$ cat config.mk
export PLATFORM = sky130hd
export DESIGN_NAME = tlb_walk_arb
export DESIGN_NICKNAME = d
export VERILOG_FILES = /design/src/rtl/tlb_walk_arb.sv
export SDC_FILE = /design/constraint.sdc
export NUM_CORES = 1
export LEC_CHECK = 0
export ABC_CLOCK_PERIOD_IN_PS = 2820
export BUFFER_PORTS_ARGS = -buffer_cell sky130_fd_sc_hd__buf_2
export CAP_MARGIN = 20
export CORE_AREA = 4 4 188 190
export DETAILED_ROUTE_END_ITERATION = 10
export DIE_AREA = 0 0 192 194
export RECOVER_POWER = 50
export SYNTH_ARGS = -nofsm -noshare
export SYNTH_HDL_FRONTEND = slang
export SYNTH_SLANG_ARGS = --single-unit
$ cat constraint.sdc
create_clock -name clk -period 2.82 [get_ports clk]
set_input_delay 0.564 -clock clk [delete_from_list [all_inputs] [get_ports clk]]
set_output_delay 0.564 -clock clk [all_outputs]
set_load 0.02 [all_outputs]
$ cat src/rtl/tlb_walk_arb.sv
// Arbitrates the shared page-table walker between the I-TLB and D-TLB miss ports.
// Optional walk/fault statistics counters are built only when TLB_WALK_STATS_EN is defined.
package tlb_walk_arb_pkg;
  typedef struct packed {
    logic [43:0] ppn;
    logic [1:0]  pgsize;
    logic        fault;
  } page_walk_rsp_t;
endpackage

module tlb_walk_arb
  import tlb_walk_arb_pkg::*;
#(
  parameter int VA_W    = 64,
  parameter int D_FIRST = 1
) (
  input  logic            clk,
  input  logic            reset,
  input  logic            flush,
  input  logic            itlb_miss,
  input  logic [VA_W-1:0] itlb_miss_va,
  input  logic            dtlb_miss,
  input  logic [VA_W-1:0] dtlb_miss_va,
  output logic            walk_req,
  output logic [VA_W-1:0] walk_va,
  input  logic            walk_rdy,
  input  logic            walk_rsp_valid,
  input  page_walk_rsp_t  walk_rsp,
  output logic            itlb_replace,
  output logic            dtlb_replace,
  output logic [VA_W-1:0] replace_va,
  output page_walk_rsp_t  page_walk_rsp,
  output logic            busy,
  output logic [63:0]     walk_count,
  output logic [63:0]     fault_count
);

  typedef enum logic [1:0] {IDLE, REQ, WAIT, RESP} state_t;

  state_t          state, state_next;
  logic            r_side;          // 1 = D-side, 0 = I-side
  logic            r_last_grant;
  logic            r_flushed;
  logic [1:0]      served_mask;     // bit 1 = D-side, bit 0 = I-side
  logic [VA_W-1:0] r_va;

  logic elig_i, elig_d, contended, grant_side, grant, replace_ok;

  assign elig_i     = itlb_miss & ~served_mask[0];
  assign elig_d     = dtlb_miss & ~served_mask[1];
  assign contended  = elig_i & elig_d;
  assign grant_side = contended ? ~r_last_grant : elig_d;
  assign grant      = (state == IDLE) && (state_next == REQ);

  always_ff @(posedge clk) begin
    if (reset) begin
      state         <= IDLE;
      r_side        <= 1'b0;
      r_va          <= '0;
      r_last_grant  <= (D_FIRST == 0);
      r_flushed     <= 1'b0;
      served_mask   <= 2'b00;
      page_walk_rsp <= '0;
    end else begin
      state <= state_next;
      if (grant) begin
        r_side <= grant_side;
        r_va   <= grant_side ? dtlb_miss_va : itlb_miss_va;
        if (contended) r_last_grant <= grant_side;
      end
      // Hide the just-served side for one IDLE cycle while its miss line falls.
      if (state == RESP) served_mask <= r_side ? 2'b10 : 2'b01;
      else if (state == IDLE) served_mask <= 2'b00;
      if (state == WAIT) begin
        if (walk_rsp_valid) r_flushed <= 1'b0;
        else if (flush) r_flushed <= 1'b1;
      end
      if (state == WAIT && walk_rsp_valid && !r_flushed && !flush)
        page_walk_rsp <= walk_rsp;
    end
  end

  always_comb begin
    state_next = state;
    case (state)
      IDLE: if (!flush && (elig_i || elig_d)) state_next = REQ;
      REQ: begin
        if (flush) state_next = IDLE;
        else if (walk_rdy) state_next = WAIT;
      end
      WAIT: if (walk_rsp_valid) state_next = (r_flushed || flush) ? IDLE : RESP;
      RESP: state_next = IDLE;
      default: state_next = IDLE;
    endcase
  end

  always_comb begin
    walk_req     = (state == REQ);
    walk_va      = (state == REQ) ? r_va : '0;
    replace_ok   = (state == RESP) && !flush;
    itlb_replace = replace_ok & ~r_side;
    dtlb_replace = replace_ok & r_side;
    replace_va   = (state == RESP) ? r_va : '0;
    busy         = (state != IDLE);
  end

`ifdef TLB_WALK_STATS_EN
  logic [63:0] walk_count_reg, fault_count_reg;

  always_ff @(posedge clk) begin
    if (reset) begin
      walk_count_reg  <= '0;
      fault_count_reg <= '0;
    end else if (replace_ok) begin
      walk_count_reg <= walk_count_reg + 64'd1;
      if (page_walk_rsp.fault) fault_count_reg <= fault_count_reg + 64'd1;
    end
  end

  assign walk_count  = walk_count_reg;
  assign fault_count = fault_count_reg;
`else
  assign walk_count  = '0;
  assign fault_count = '0;
`endif

endmodule

# Word-level counts from Yosys, hierarchy flattened
# Index checks and enable logic that the tools add are counted.
# W data, S select, Z words.
[op_classes]
eq_ne = 4
n_mux = 15
n_bitwise = 9
reduce_logical = 16
[op_table]
columns = ["cell", "count"]
rows = [
  ["$mux W64", 3],
  ["$mux W2", 8],
  ["$pmux W2 S4", 1],
  ["$logic_and A1 B1 Y1", 6],
  ["$reduce_bool A2 Y1", 3],
  ["$and A1 B1 Y1", 5],
  ["$eq A2 B1 Y1 const B", 2],
  ["$eq A2 B2 Y1 const B", 2],
  ["$not A1 Y1", 4],
  ["$reduce_and A2 Y1", 2],
  ["$mux W1", 3],
  ["$logic_not A1 Y1", 2],
  ["$logic_not A2 Y1", 1],
  ["$logic_or A1 B1 Y1", 2],
]
[word_totals]
reg_bits = 118
input_bits = 182
output_inout_bits = 307
elab_cells = 53

# Depth between registers and ports, before layout
# Gate-level depths: netlist of the first run.
[depth]
depth_word = 9
depth_mapped = 9
mapped_depth_nobuf = 7

# Least setup slack after synthesis of the first run
# Ideal clock, no wire load.
[synth_path]
path_type = "reg-to-reg"
from = "register state[1]"
to = "register r_va[13]"
setup_ps = 121
arrival_time_ps = 2054
required_time_ps = 2699
path_slack_ps = 645
path_stages_with_launch = 10
n_path_buf = 2
period_less_slack_ps = 2175
cell_sequence = "dfxtp_1 > inv_1 > ha_1 > nor3b_1 > o21ai_0 > and3_1 > a211o_1 > buf_4 > buf_6 > mux2_4"
[synth_via]
word_cells_on_any_way = 11
classes_between = "eq/ne: 4; mux: 5; reduce/logical: 2"
[synth_rtl]
columns = ["element", "line", "source"]
rows = [
  ["start: declaration", "40", "state_t state, state_next;"],
  ["start signal: assignment", "65", "state <= state_next;"],
  ["$eq A2 B1 Y1", "-", ""],
  ["net walk_req", "24", "output logic walk_req,"],
  ["$pmux W2 S4", "85", "case (state)"],
  ["$eq A2 B1 Y1", "53", "assign grant = (state == IDLE) && (state_next == REQ);"],
  ["$logic_and A1 B1 Y1", "53", ""],
  ["end signal: assignment", "68", "r_va <= grant_side ? dtlb_miss_va : itlb_miss_va;"],
  ["end: declaration", "45", "logic [VA_W-1:0] r_va;"],
]
# The timed path passes the listed nets, and every way through them passes these cells.
# A chain may end at the register's enable or synchronous reset.

# Final worst setup path of the first run
[layout_path]
from = "register state[1]"
to = "output walk_va[23]"
[layout_via]
elab_chain_cells = 2
[layout_lines]
columns = ["element", "line", "source"]
rows = [
  ["$eq A2 B1 Y1", "99", "walk_va = (state == REQ) ? r_va : '0;"],
  ["$mux W64", "99", ""],
  ["end: declaration", "25", "output logic [VA_W-1:0] walk_va,"],
]
# Every way passes these cells.

==> impl_metrics.env, run 1 <==
export IMPL_fin_nets=1401
export IMPL_crit_type="reg2out"
export IMPL_hpwl_microns=17200
export IMPL_final_cell_count_no_fill=1675
export IMPL_netlist_instances=879
export IMPL_place_area_sq_um=9290
export IMPL_drc_errors=0
export IMPL_final_common_cell="buf_2"
export IMPL_synth_area_sq_um=7460
export IMPL_antenna_found_initial=0
export IMPL_cts_inserted_buffers=17
export IMPL_grt_max_degree=55
export IMPL_avgRoutedWirePerCell_microns=13.4
export IMPL_row_count=67
export IMPL_skew_ns=0.00949
export IMPL_coreArea_sq_um=33400
export IMPL_layout_common_cells="280 x buf_2, 128 x conb_1, 122 x and2_1"
export IMPL_grt_total_usage=0.113
export IMPL_yosysSeqAreaShare=0.317
export IMPL_cp_top_family="buffers and inverters"
export IMPL_start_util=0.223
export IMPL_fp_dieArea_sq_um=37200
export IMPL_cp_end_kind="output port"
export IMPL_dp_cells=1642
export IMPL_peakVddDrop_uv=366
export IMPL_slew_headroom=0.339
export IMPL_wl_microns=22500
export IMPL_critPathMaxStageDelay_ns=0.50
export IMPL_grt_ovfl_total=0
export IMPL_cellPowerDensity_nw_per_um2=518
export IMPL_ctsRootBufferMaster="clkbuf_16"
export IMPL_die_width_microns=192
export IMPL_fin_crit_sh=0.930
export IMPL_clock_fmax_ghz=0.381
export IMPL_insertion_delay_ns=0.41
export IMPL_crit_buf_inv=3
export IMPL_postCtsSetupBuffers=0
export IMPL_first_global_vias=6286
export IMPL_path_cells="inv_1, ha_1, clkbuf_2, and2_1, clkbuf_1"
export IMPL_cts_buffer_depth=2
export IMPL_n_antenna_cell=0
export IMPL_required_ns=2.26
export IMPL_arrival_ns=2.06
export IMPL_dr_pass1_iters=4
export IMPL_port_buffers=360
export IMPL_drv_slew=0
export IMPL_cts_hold_buf=0
export IMPL_critPathLaunchType="flip-flop"
export IMPL_gp_congestion=0.799
export IMPL_synthToLayoutAreaGrowth_pct=31.4
export IMPL_drt_initial_drc_count=120
export IMPL_period_minus_slack_ns=2.62
export IMPL_ant_nets=0
export IMPL_whs_ns=0.388
export IMPL_drv_cap=0
export IMPL_fill_cells=3670
export IMPL_ctsResizeCount=0
export IMPL_vias=6389
export IMPL_die_h_microns=194
export IMPL_tns_ns=0
export IMPL_synth_edf_count=0
export IMPL_setup_violations=0
export IMPL_rsz0062_at_grt="no"
export IMPL_synth_flop_cell="dfxtp_1"
export IMPL_tightest_slew_ns=0.992
export IMPL_grt_pass1_wl_microns=33700
export IMPL_r2r_setup_slack_ns=0.28
export IMPL_viasPerCell=3.81
export IMPL_hp_class="in2reg"
export IMPL_cp_slowest_cell="clkbuf_2"
export IMPL_report_final_hold_viol_count=0
export IMPL_cts_tree="done"
export IMPL_cp_max_fo=30
export IMPL_yosysWarnings=0
export IMPL_fin_area_sq_um=9810
export IMPL_avgSynthCellArea_sq_um=8.49
export IMPL_drive_above_1_share=0.298
export IMPL_ys_seq_elements=118
export IMPL_top_level_ports=489
export IMPL_clk_pin_slew_ns=0.06
export IMPL_cts_sinks=118
export IMPL_synth_cell_types=33
export IMPL_p_leak_nw=4.88
export IMPL_status="complete, no violations"
export IMPL_htree_levels=4
export IMPL_async_reset_ff_frac=0
layer usage:
layer,part of all wire,track usage
met5,0,0
met4,0.0084,0.0238
met3,0.067,0.0252
met2,0.52,0.216
met1,0.40,0.126
where the power goes:
part | total (mW) | internal, mW | switching, mW
Sequential | 1.84 | 1.77 | 0.0735
Combinational | 0.916 | 0.398 | 0.518
Clock | 2.32 | 1.42 | 0.899
per-stage QoR:
stage	utilization	setup slack [ns]	power (mW)
global placement	0.278	0.290	2.80
global route	0.293	0.0650	5.37
detailed placement	0.278	0.242	2.81
finish	0.293	0.198	5.08
CTS	0.296	0.236	5.22
floorplan	-	0.645	2.65
synth_stat cells (2+ instances only):
cell type / number / area [sq um]
buf_1: 2 / 7.51
mux2i_1: 64 / 641
and3_1: 2 / 12.5
and2_1: 128 / 801
clkbuf_1: 42 / 158
nor2b_1: 69 / 432
a21oi_1: 50 / 250
nor3b_1: 2 / 15.0
ha_1: 5 / 62.6
nand2_1: 97 / 364
mux2_4: 40 / 601
inv_1: 5 / 18.8
dfxtp_1: 118 / 2360
buf_6: 5 / 56.3
buf_4: 129 / 968
mux2_1: 25 / 282
nor2_1: 73 / 274
buf_2: 8 / 40.0
cell families (layout without fill, tap and decap cells):
family / Yosys count / count (layout) / synth area share
other: 1 / 128 / 0.000502
buffers and inverters: 191 / 412 / 0.167
flip-flops: 118 / 118 / 0.317
AO/OA/AOI/OAI: 60 / 60 / 0.0438
adder cells (fa/ha/maj): 5 / 5 / 0.00838
AND/OR/NAND/NOR: 374 / 374 / 0.258
multiplexers: 130 / 130 / 0.206
flip-flops by register name, indices dropped and copies added, names as in the netlist:
name           flops
r_va              64
page_walk_rsp     47
served_mask        2
state              2
r_flushed          1
r_last_grant       1
r_side             1
cell type report:
type / count / area, sq um / area share
Clock buffer: 17 / 425 / 0.0434
Clock inverter: 15 / 195 / 0.0199
Inverter: 5 / 18.8 / 0.00191
Multi-Input combinational cell: 697 / 4340 / 0.442
Sequential cell: 118 / 2360 / 0.241
Tap cell: 448 / 561 / 0.0572
Timing Repair Buffer: 375 / 1910 / 0.195
worst reg2reg max path: cells and delay by family (launching register included):
family / cells / cell delay (ns)
simple gates: 1 / 0.25
mux: 1 / 0.36
fa+ha+maj: 1 / 0.29
flops: 1 / 0.35
buf+inv: 2 / 0.38
compound gates: 3 / 0.82
final timing paths:
check / start / endpoint / cells after the start
setup / recovery: state[1]$_SDFF_PP0_ / walk_va[23] / 5
hold / removal: walk_rsp[35] / page_walk_rsp[35]$_SDFFE_PP0P_ / 3
setup reg to reg: state[0]$_SDFF_PP0_ / r_va[6]$_SDFFE_PP0P_ / 8
hold reg to reg: page_walk_rsp[20]$_SDFFE_PP0P_ / page_walk_rsp[20]$_SDFFE_PP0P_ / 2
(Power assumes the default switching activity.)
==> inputs of run 2 (changes only) <==
--- a/config.mk
+++ b/config.mk
@@ -5,12 +5,12 @@
 export SDC_FILE = /design/constraint.sdc
 export NUM_CORES = 1
 export LEC_CHECK = 0
-export ABC_CLOCK_PERIOD_IN_PS = 2820
+export ABC_CLOCK_PERIOD_IN_PS = 3200
 export BUFFER_PORTS_ARGS = -buffer_cell sky130_fd_sc_hd__buf_2
 export CAP_MARGIN = 20
-export CORE_AREA = 4 4 188 190
+export CORE_AREA = 4 4 187 189
 export DETAILED_ROUTE_END_ITERATION = 10
-export DIE_AREA = 0 0 192 194
+export DIE_AREA = 0 0 191 193
 export RECOVER_POWER = 50
 export SYNTH_ARGS = -nofsm -noshare
 export SYNTH_HDL_FRONTEND = slang
==> constraint.sdc (replaced) <==
create_clock -name clk -period 3.2 [get_ports clk]
set_input_delay 0.64 -clock clk [delete_from_list [all_inputs] [get_ports clk]]
set_output_delay 0.64 -clock clk [all_outputs]
set_load 0.02 [all_outputs]
==> impl_metrics.env, run 2 (synthesis results as in run 1) <==
export IMPL_fin_crit_sh=0.845
export IMPL_gp_congestion=0.776
export IMPL_crit_buf_inv=3
export IMPL_first_global_vias=6124
export IMPL_drt_initial_drc_count=200
export IMPL_drive_above_1_share=0.293
export IMPL_postCtsSetupBuffers=0
export IMPL_path_cells="inv_1, ha_2, clkbuf_2, and2_1, buf_2"
export IMPL_viasPerCell=3.85
export IMPL_antenna_found_initial=4
export IMPL_drv_cap=0
export IMPL_drv_slew=0
export IMPL_peakVddDrop_uv=319
export IMPL_grt_ovfl_total=0
export IMPL_largestRegisters="r_va: 64 flops, page_walk_rsp: 47 flops"
export IMPL_cellPowerDensity_nw_per_um2=452
export IMPL_cp_max_fo=34
export IMPL_skew_ns=0.00876
export IMPL_cts_inserted_buffers=17
export IMPL_fp_dieArea_sq_um=36900
export IMPL_die_width_microns=191
export IMPL_cts_buffer_depth=2
export IMPL_tns_ns=0
export IMPL_slew_headroom=0.366
export IMPL_port_buffers=360
export IMPL_cp_end_kind="output port"
export IMPL_insertion_delay_ns=0.41
export IMPL_dr_pass1_iters=4
export IMPL_final_common_cell="buf_2"
export IMPL_ff_latch_area_sq_um=2360
export IMPL_multi_input_area_sq_um=4270
export IMPL_row_count=67
export IMPL_fin_area_sq_um=9660
export IMPL_cts_tree="done"
export IMPL_drc_errors=0
export IMPL_fin_nets=1399
export IMPL_synthToLayoutAreaGrowth_pct=29.5
export IMPL_hpwl_microns=17400
export IMPL_start_util=0.224
export IMPL_report_final_hold_viol_count=0
export IMPL_ant_nets=0
export IMPL_ctsRootBufferMaster="clkbuf_16"
export IMPL_avgRoutedWirePerCell_microns=13.6
export IMPL_clock_fmax_ghz=0.370
export IMPL_vias=6446
export IMPL_arrival_ns=2.06
export IMPL_clk_pin_slew_ns=0.06
export IMPL_p_leak_nw=4.85
export IMPL_grt_total_usage=0.113
export IMPL_layout_common_cells="289 x buf_2, 128 x conb_1, 126 x and2_1"
export IMPL_top_register="r_va"
export IMPL_cp_slowest_cell="clkbuf_2"
export IMPL_period_minus_slack_ns=2.70
export IMPL_grt_max_degree=71
export IMPL_fill_cells=3647
export IMPL_htree_levels=4
export IMPL_grt_pass1_wl_microns=32700
export IMPL_rsz0062_at_grt="no"
export IMPL_power_mw=4.37
export IMPL_die_h_microns=193
export IMPL_place_area_sq_um=9250
export IMPL_hp_class="reg2reg"
export IMPL_largest_register_ffs=64
export IMPL_coreArea_sq_um=33300
export IMPL_cts_hold_buf=0
export IMPL_required_ns=2.56
export IMPL_hold_depth=2
export IMPL_critPathMaxStageDelay_ns=0.49
export IMPL_wl_microns=22800
export IMPL_worst_r2r_path_depth=8
export IMPL_path_depth=5
export IMPL_critPathLaunchType="flip-flop"
export IMPL_top_level_ports=489
export IMPL_setup_violations=0
export IMPL_cts_sinks=118
export IMPL_cp_top_family="buffers and inverters"
export IMPL_crit_type="reg2out"
export IMPL_tightest_slew_ns=0.951
export IMPL_ctsResizeCount=0
export IMPL_status="complete, no violations"
==> run 2: layer usage <==
layer,GRT usage,part of all wire
met2,0.204,0.51
met4,0.0323,0.0099
met5,0,0.0018
met3,0.0304,0.070
met1,0.132,0.41
==> run 2: area by class of cell <==
cell class | instances | share of cell area
well taps | 448 | 0.0580
repair buffers | 373 | 0.191
multi-input cells | 697 | 0.442
flip-flops and latches | 118 | 0.244
inverters | 5 | 0.00194
clock buffers | 18 | 0.0444
diodes | 1 | 0.000259
clock inverters | 14 | 0.0172
==> run 2: worst paths after layout <==
path	from	to	slack (ns)
setup / recovery	state[1]$_SDFF_PP0_	walk_va[42]	0.50
hold / removal	page_walk_rsp[40]$_SDFFE_PP0P_	page_walk_rsp[40]$_SDFFE_PP0P_	0.45
setup reg to reg	state[0]$_SDFF_PP0_	r_va[10]$_SDFFE_PP0P_	0.57
hold reg to reg	page_walk_rsp[40]$_SDFFE_PP0P_	page_walk_rsp[40]$_SDFFE_PP0P_	0.45
==> run 2: metrics by stage <==
| stage | std cells | setup slack (ns) | hold WS (ns) | util |
|---|---|---|---|---|
| after floorplan | 1006 | 1.03 | 0.455 | - |
| after global placement | 1641 | 0.629 | 0.440 | 0.278 |
| after detailed placement | 1641 | 0.572 | 0.444 | 0.278 |
| after CTS | 1673 | 0.639 | 0.430 | 0.296 |
| final | 1674 | 0.495 | 0.453 | 0.290 |
| after global routing | 1673 | 0.310 | 0.439 | 0.290 |
==> run 2: worst min-delay path, stage by stage, from the launching register on <==
cell,delay (ns)
dfxtp_1,0.31
nand2_1,0.05
a21oi_1,0.05
==> run 2: power by group <==
| part | switching, mW | internal (mW) |
|---|---|---|
| sequential | 0.0662 | 1.56 |
| combinational | 0.446 | 0.326 |
| clock | 0.796 | 1.17 |
